### src/rtl/vga_pkg.sv
// rtl/vga_pkg.sv - shared grid geometry, types and ghost sprite bitmap
package vga_pkg;

  localparam int GRID_W   = 32;
  localparam int GRID_H   = 24;
  localparam int BUF_SIZE = GRID_W * GRID_H;
  localparam int SPR_W    = 4;
  localparam int SPR_H    = 4;

  typedef logic [7:0] color_t;

  typedef enum logic [1:0] {
    IDLE,
    MOVE,
    DRAW
  } state_t;

  // Indexed [row][column]; colour 0 is transparent.
  localparam color_t [0:3][0:3] SPRITE = '{
    '{8'h00, 8'hE0, 8'hE0, 8'h00},
    '{8'hE0, 8'hFF, 8'hFF, 8'hE0},
    '{8'hE0, 8'hE0, 8'hE0, 8'hE0},
    '{8'hE0, 8'h00, 8'hE0, 8'h00}
  };

endpackage

### src/rtl/ghost_sprite_rom.sv
// rtl/ghost_sprite_rom.sv - combinational sprite pixel lookup by (dx,dy)
module ghost_sprite_rom
  import vga_pkg::*;
(
  input  logic [1:0] dx,
  input  logic [1:0] dy,
  output color_t     color
);

  // Pure table lookup so a different sprite only touches the package.
  always_comb begin
    color = SPRITE[dy][dx];
  end

endmodule

### src/rtl/ghost_renderer.sv
// rtl/ghost_renderer.sv - per-frame ghost movement and blocked-frame streamer
module ghost_renderer
  import vga_pkg::*;
#(
  parameter int     MOVE_DIV = 8,
  parameter color_t BG_COLOR = 8'h00,
  parameter int     GX_INIT  = 14,
  parameter int     GY_INIT  = 10
) (
  input  logic       clk,
  input  logic       rst_n,
  input  logic [9:0] hc,
  input  logic [9:0] vc,
  input  logic       btn_up,
  input  logic       btn_down,
  input  logic       btn_left,
  input  logic       btn_right,
  output logic [9:0] write_address,
  output color_t     write_data,
  output logic       busy
);

  localparam int         CNT_W     = (MOVE_DIV > 1) ? $clog2(MOVE_DIV) : 1;
  localparam logic [CNT_W-1:0] CNT_LAST = CNT_W'(MOVE_DIV - 1);
  localparam logic [4:0] GX_MAX    = 5'(GRID_W - SPR_W);
  localparam logic [4:0] GY_MAX    = 5'(GRID_H - SPR_H);
  localparam logic [9:0] LAST_ADDR = 10'(BUF_SIZE - 1);

  state_t           state;
  state_t           state_next;
  logic [9:0]       addr;
  logic [4:0]       gx;
  logic [4:0]       gy;
  logic [CNT_W-1:0] move_cnt;
  logic             fs_prev;
  logic             fs_cond;
  logic             fs;
  logic             in_move;
  logic             in_draw;

  logic [4:0] bx;
  logic [4:0] by;
  logic [1:0] dx;
  logic [1:0] dy;
  logic       hit;
  color_t     spr_color;

  assign fs_cond = (hc == 10'd0) && (vc == 10'd0);
  assign fs      = fs_cond && !fs_prev;

  // Remember the origin condition so a multi-clock origin yields one pulse.
  always_ff @(posedge clk) begin
    if (!rst_n) fs_prev <= 1'b0;
    else        fs_prev <= fs_cond;
  end

  // State register.
  always_ff @(posedge clk) begin
    if (!rst_n) state <= IDLE;
    else        state <= state_next;
  end

  // Next state: frame start kicks off MOVE, DRAW ends on the last address.
  always_comb begin
    state_next = state;
    case (state)
      IDLE:    if (fs) state_next = MOVE;
      MOVE:    state_next = DRAW;
      DRAW:    if (addr == LAST_ADDR) state_next = IDLE;
      default: state_next = IDLE;
    endcase
  end

  // Per-state control strobes for the datapath.
  always_comb begin
    in_move = 1'b0;
    in_draw = 1'b0;
    busy    = 1'b0;
    case (state)
      MOVE:    in_move = 1'b1;
      DRAW:    begin in_draw = 1'b1; busy = 1'b1; end
      default: ;
    endcase
  end

  // Pixel address: rewound in MOVE, walks in DRAW, parks on the last pixel.
  always_ff @(posedge clk) begin
    if (!rst_n) begin
      addr <= 10'd0;
    end else if (in_move) begin
      addr <= 10'd0;
    end else if (in_draw && addr != LAST_ADDR) begin
      addr <= addr + 10'd1;
    end
  end

  // Sprite position: stepped every MOVE_DIV frames, saturating at the grid edge.
  always_ff @(posedge clk) begin
    if (!rst_n) begin
      gx       <= 5'(GX_INIT);
      gy       <= 5'(GY_INIT);
      move_cnt <= '0;
    end else if (in_move) begin
      if (move_cnt == CNT_LAST) begin
        move_cnt <= '0;
        if (btn_left && !btn_right && gx != 5'd0)        gx <= gx - 5'd1;
        else if (btn_right && !btn_left && gx != GX_MAX) gx <= gx + 5'd1;
        if (btn_up && !btn_down && gy != 5'd0)           gy <= gy - 5'd1;
        else if (btn_down && !btn_up && gy != GY_MAX)    gy <= gy + 5'd1;
      end else begin
        move_cnt <= move_cnt + 1'b1;
      end
    end
  end

  assign bx = addr[4:0];
  assign by = addr[9:5];
  // Only the low two bits of the offset matter inside a 4x4 hit window.
  assign dx = bx[1:0] - gx[1:0];
  assign dy = by[1:0] - gy[1:0];

  // Hit window compared in 6 bits so gx+4 cannot wrap at the right edge.
  always_comb begin
    hit = (bx >= gx) && ({1'b0, bx} < ({1'b0, gx} + 6'd4)) &&
          (by >= gy) && ({1'b0, by} < ({1'b0, gy} + 6'd4));
  end

  ghost_sprite_rom u_rom (
    .dx    (dx),
    .dy    (dy),
    .color (spr_color)
  );

  // Colour follows the address combinationally so every write pair is consistent.
  always_comb begin
    write_data = BG_COLOR;
    if (hit && spr_color != 8'h00) write_data = spr_color;
  end

  assign write_address = addr;

endmodule
### config.mk
export PLATFORM = sky130hd
export DESIGN_NAME = ghost_renderer
export DESIGN_NICKNAME = d
export VERILOG_FILES = /design/src/rtl/vga_pkg.sv /design/src/rtl/ghost_sprite_rom.sv /design/src/rtl/ghost_renderer.sv
export SDC_FILE = /design/constraint.sdc
export NUM_CORES = 1
export LEC_CHECK = 0
export BUFFER_PORTS_ARGS = -buffer_cell sky130_fd_sc_hd__buf_2
export CAP_MARGIN = 40
export CORE_MARGIN = 2
export CORE_UTILIZATION = 40
export CTS_CLUSTER_SIZE = 10
export DETAILED_ROUTE_END_ITERATION = 7
export SYNTH_ARGS = -nofsm -noshare
export SYNTH_HDL_FRONTEND = slang
export SYNTH_SLANG_ARGS = --single-unit
### constraint.sdc
create_clock -name clk -period 3.8 [get_ports clk]
set_input_delay 0.38 -clock clk [delete_from_list [all_inputs] [get_ports clk]]
set_output_delay 0.38 -clock clk [all_outputs]
set_load 0.005 [all_outputs]
==> metrics, run 1 <==
Fmax achieved 323 MHz; ys flop type dfxtp_1; # diodes 0; PD cells 229 nW/um^2; clock-pin slew on the worst setup and hold paths 0.10 ns; Clock Skew 0.00217 ns; final setup TNS 0 ns; gr usage total 15.0%; 1st-pass router iterations 4; Post-Synth XOR/XNOR Area 6.32%; Simple-Gate Fraction of Synth Area 19.6%; sequential share of the synthesized area 25.0%; startpoint type of the worst setup path flip-flop; Worst VDD drop 0.160 mV; Hold WS 0.333 ns; Synth Area per Inst 8.92 sq um; post-route setup slack 0.701 ns; CP max stage cell a2111oi_0; Non-Filler Instances 344; Slew HR 54.7%; TritonCTS clock tree built; clock sinks 26; die footprint 5790 sq um; layout net count 338; CTS root buffer clkbuf_8; pin count of the biggest net entering global routing 17; outcome finished clean; Wirelength per Cell 12.1 um; TritonCTS buffer count 3; Synth Area in Compound Gates 16.7%; vias in the first global route 1,588; CP Buf/Inv Count 3; row count 26; final wirelength 4.17 mm; Post-synth EDFFs 0; Yosys cell types 47; I/O pins 45; critical path arrival 2.72 ns; pre-CTS setup slack 0.974 ns; most frequent cells in the layout buf_2 (44), ha_1 (33), dfxtp_1 (26); CTS Hold Bufs 0; synthesized netlist cell count 233; Worst Path Required 3.42 ns; initial antenna violation count 0; post-CTS setup buffer count 0; leading cell type in the layout, fill and taps excluded buf_2; grt ovf 0; synthesized area 2080 sq um; DP Wirelength 3.39 mm; DRT antenna net count 0; Initial DRC Count 94; global-route wire length before repair 7.14 mm; crit-path leading delay family adder cells; share of cells above drive strength 1 23.0%; deepest clock path buffer count 2; # setup viols final 0; total power 0.552 mW; Initial Util 41.0%; Reg2Reg Setup Slack 1.23 ns; critical path fanouts, max 5; RD Place Congestion 0.748; die height 76.1 um; Hold Fails Final Rpt 0; Core Region 5070 sq um; Max stage delay on crit path 0.60 ns; post-synthesis register bit count 26; Die Width 76.1 um; critical path type reg -> out; Vias per Instance 4.92; PostCTS Resize Cnt 0; Hold WC Path Type in -> reg; Skew-Pair Late Insertion Delay 0.27 ns; mux cell area share after synthesis 2.59%; Worst Max-Slew Pin Slew 0.662 ns; min Tclk post-route 3.10 ns; Max Cap Violations 0; Post-Syn Nets 296; critical path capture point type output port; max-slew violation count 0; largest family of logic cells by synthesized area adder cells; # H-tree levels 1; ys async rst share 0%; crit-path cells ha_1 > inv_1 > fa_1 > inv_1 > ha_1 > mux2i_1 > nor2_1 > a2111oi_0 > buf_2; # DRC 0; Static Leak 1.16 nW; Final period util 81.6%; Synth-to-Final Area Change 15.9%; area share of fa/ha/maj cells after synthesis 23.7%; Port Buffer Count 44; total vias in the final route 1,691; Yosys warnings 0; RSZ-0062 raised after global routing false; Post-Place Cells 340
## sequential cells by signal, indices dropped and copies added, names as in the netlist
register       cells
fs_prev            1
gx                 5
gy                 5
state              2
move_cnt           3
write_address     10
## cells in the mapped netlist, types with 3 or more instances
cell      number  area share [%]
ha_1          33              20
dfxtp_1       26              25
nand2_1       21             3.8
inv_1         16             2.9
a21oi_1       14             3.4
nor2_1        13             2.3
xnor2_1       10             4.2
nor3_1         7             1.7
buf_4          6             2.2
nor2b_1        6             1.8
o211ai_1       6             2.2
inv_2          5            0.90
xor2_1         5             2.1
a21boi_1       4             1.4
fa_1           4             3.9
mux2i_1        4             1.9
nand2b_1       4             1.2
o21ai_0        4            0.96
a21o_1         3             1.1
and2_1         3            0.90
nand4_1        3            0.90
nor4_1         3            0.90
or3_1          3            0.90
## cell type report
class                      instances  area [sq um]
inverter                          21          78.8
multi-input combinational        179          1430
clock buffer                       3          41.3
timing repair buffer              44           220
fill                             504          2670
tap                               70          87.6
sequential                        26           520
clock inverter                     1          30.0
## per-stage QoR
| step | instance area [sq um] | util, % |
|---|---|---|
| 2_1_floorplan | 2080 | - |
| 3_3_place_gp | 2340 | 46.1 |
| 3_5_place_dp | 2340 | 46.1 |
| 4_1_cts | 2410 | 47.5 |
| 5_1_grt | 2410 | 47.5 |
| 6_report | 2410 | 47.5 |
## routing by layer
layer  track usage (%)  part of all wire, %  vias up
met4              5.45                  1.5        0
met3              1.78                  4.2        4
li1                  -                    -      904
met5                 0                    0        -
met2              24.4                   44       44
met1              20.5                   50      739
## worst paths after layout
check        startpoint             to  depth (start not counted)
max               gy[0]  write_data[5]                          9
min               vc[7]        fs_prev                          4
max reg2reg       gx[2]          gx[4]                         10
min reg2reg     fs_prev       state[0]                          1
## worst min-delay path, cell delays in order
cell	delay, ns
buf_2	0.07
nor4_1	0.03
nand2_1	0.04
nor2_1	0.04
## kinds of logic (layout without fill, tap and decap cells)
| logic type | after synthesis | in the layout |
|---|---|---|
| adders and majority gates | 37 | 37 |
| muxes | 5 | 5 |
| AOI/OAI and AO/OA | 46 | 46 |
| DFF | 26 | 26 |
| buffers and inverters | 28 | 69 |
| and+or+nand+nor | 76 | 76 |
| xor gates and xnor gates | 15 | 15 |
## report_power, final
part / total [mW] / internal [mW] / switching [mW]
Clock: 0.235 / 0.141 / 0.0941
Combinational: 0.0445 / 0.0226 / 0.0218
Sequential: 0.272 / 0.272 / 0.0000000562
Total: 0.552 / 0.436 / 0.116
No activity file was read; power rests on OpenSTA's default activity.
==> inputs of run 2 (changes only) <==
==> constraint.sdc (replaced) <==
create_clock -name clk -period 3.3 [get_ports clk]
set_input_delay 0.33 -clock clk [delete_from_list [all_inputs] [get_ports clk]]
set_output_delay 0.33 -clock clk [all_outputs]
set_load 0.005 [all_outputs]
==> run 2 against run 1 <==
Core utilization is 0.32 points lower. Cell area is 0.67% lower. Flip-flop and latch count stayed put. Worst hold slack got worse by 0.048 ns. Via count rose by 0.24%. Worst setup slack worse by 0.48 ns. Cell count is the same. Die area is the same.
==> metrics, run 2 (synthesized netlist as in run 1, its figures left out) <==
Skew-Pair Late Insertion Delay 0.28 ns; Static Leak 1.15 nW; RSZ-0062 raised after global routing false; post-CTS setup buffer count 0; DRT antenna net count 0; 1st-pass router iterations 4; CP max stage cell a2111oi_0; outcome finished clean; gr usage total 15.3%; vias in the first global route 1,571; Synth-to-Final Area Change 15.1%; die height 76.1 um; Port Buffer Count 44; max-slew violation count 0; critical path fanouts, max 5; Initial Util 41.0%; # setup viols final 0; Hold WC Path Type in -> reg; startpoint type of the worst setup path flip-flop; DP Wirelength 3.42 mm; clock-pin slew on the worst setup and hold paths 0.10 ns; Core Region 5070 sq um; die footprint 5790 sq um; pin count of the biggest net entering global routing 17; routing usage on met3 2.49%; final wirelength 4.24 mm; PostCTS Resize Cnt 0; hold path start vc[7]; critical path type reg -> out; critical path capture point type output port; total vias in the final route 1,695; RD Place Congestion 0.766; # DRC 0; crit-path cells ha_1 > inv_1 > fa_1 > inv_1 > ha_1 > mux2i_1 > nor2_1 > a2111oi_0 > buf_2; layout net count 338; global-route wire length before repair 7.27 mm; Non-Filler Instances 344; Wirelength per Cell 12.3 um; # H-tree levels 1; I/O pins 45; Vias per Instance 4.93; critical path arrival 2.75 ns; PD cells 243 nW/um^2; Slew HR 54.4%; Fmax achieved 324 MHz; final setup TNS 0 ns; Final period util 93.4%; row count 26; clock sinks 26; initial antenna violation count 0; worst r2r path cells 10; CTS Hold Bufs 0; Worst Hold End fs_prev; most frequent cells in the layout buf_2 (44), ha_1 (33), dfxtp_1 (26); Hold Fails Final Rpt 0; Max stage delay on crit path 0.60 ns; Die Width 76.1 um; Initial DRC Count 49; TritonCTS buffer count 3; grt ovf 0; layer with the highest usage met2; # diodes 0; min Tclk post-route 3.08 ns; Reg2Reg Setup Slack 0.73 ns; Post-Place Cells 340; register area 520 sq um; share of cells above drive strength 1 23.0%; total power 0.581 mW; deepest clock path buffer count 2; Worst Path Required 2.97 ns; GRT met1 Usage 20.8%; Layout fillers 519; Max Cap Violations 0; crit-path leading delay family adder cells; Worst Max-Slew Pin Slew 0.666 ns; worst hold stages 4; CP Buf/Inv Count 3; met2 usage 25.1%; Multi-input gate area 1430 sq um; max reg flops 10; R2R Path End gx[4]; Clock Skew 0.00698 ns; Reg2Reg Launch Point gx[2]; leading cell type in the layout, fill and taps excluded buf_2; CTS root buffer clkbuf_8; Worst VDD drop 0.176 mV; TritonCTS clock tree built
[run 2: worst register-to-register path: cells and delay by family, from the launching register on]
kind / cells / cell delay [ns]
multiplexers: 1 / 0.10
buffers and inverters: 2 / 0.16
AO/OA/AOI/OAI: 3 / 0.69
AND/OR/NAND/NOR: 2 / 0.48
adder cells (fa/ha/maj): 2 / 0.61
flip-flops: 1 / 0.46
[run 2: worst max path at each step]
stage	startpoint	end	slack (ns)	cells past startpoint
detailed placement	gy[0]	write_data[6]	0.55	9
CTS	gy[0]	write_data[6]	0.23	9
finish	gy[0]	write_data[6]	0.22	9
global placement	gy[0]	write_data[6]	0.64	9
floorplan	gy[0]	write_data[6]	0.55	9
global route	gy[0]	write_data[5]	0.02	9
[run 2: per-layer routing]
metal | share of wire, % | vias up
met5 | 0 | -
met4 | 0.97 | 0
met3 | 3.7 | 4
met2 | 44 | 37
met1 | 52 | 752
li1 | - | 902
[run 2: area by class of cell]
type                    count  share of cell area [%]
clock buffers               4                    2.30
inverters                  21                    3.29
repair buffers             44                    9.20
multi-input cells         179                    59.8
well taps                  70                    3.66
flip-flops and latches     26                    21.7
[run 2: through the flow]
stage / setup WS, ns / util (%) / cell area (sq um) / hold slack [ns]
after floorplan: 0.548 / - / 2080 / 0.374
after global placement: 0.636 / 46.1 / 2340 / 0.376
after detailed placement: 0.549 / 46.1 / 2340 / 0.381
after CTS: 0.230 / 47.2 / 2390 / 0.279
after global routing: 0.0205 / 47.2 / 2390 / 0.309
final: 0.218 / 47.2 / 2390 / 0.285
[run 2: power breakdown]
part	switching (mW)	total (mW)	internal, mW
Sequential	0.0000000634	0.313	0.313
Clock	0.109	0.216	0.107
Combinational	0.0254	0.0515	0.0260
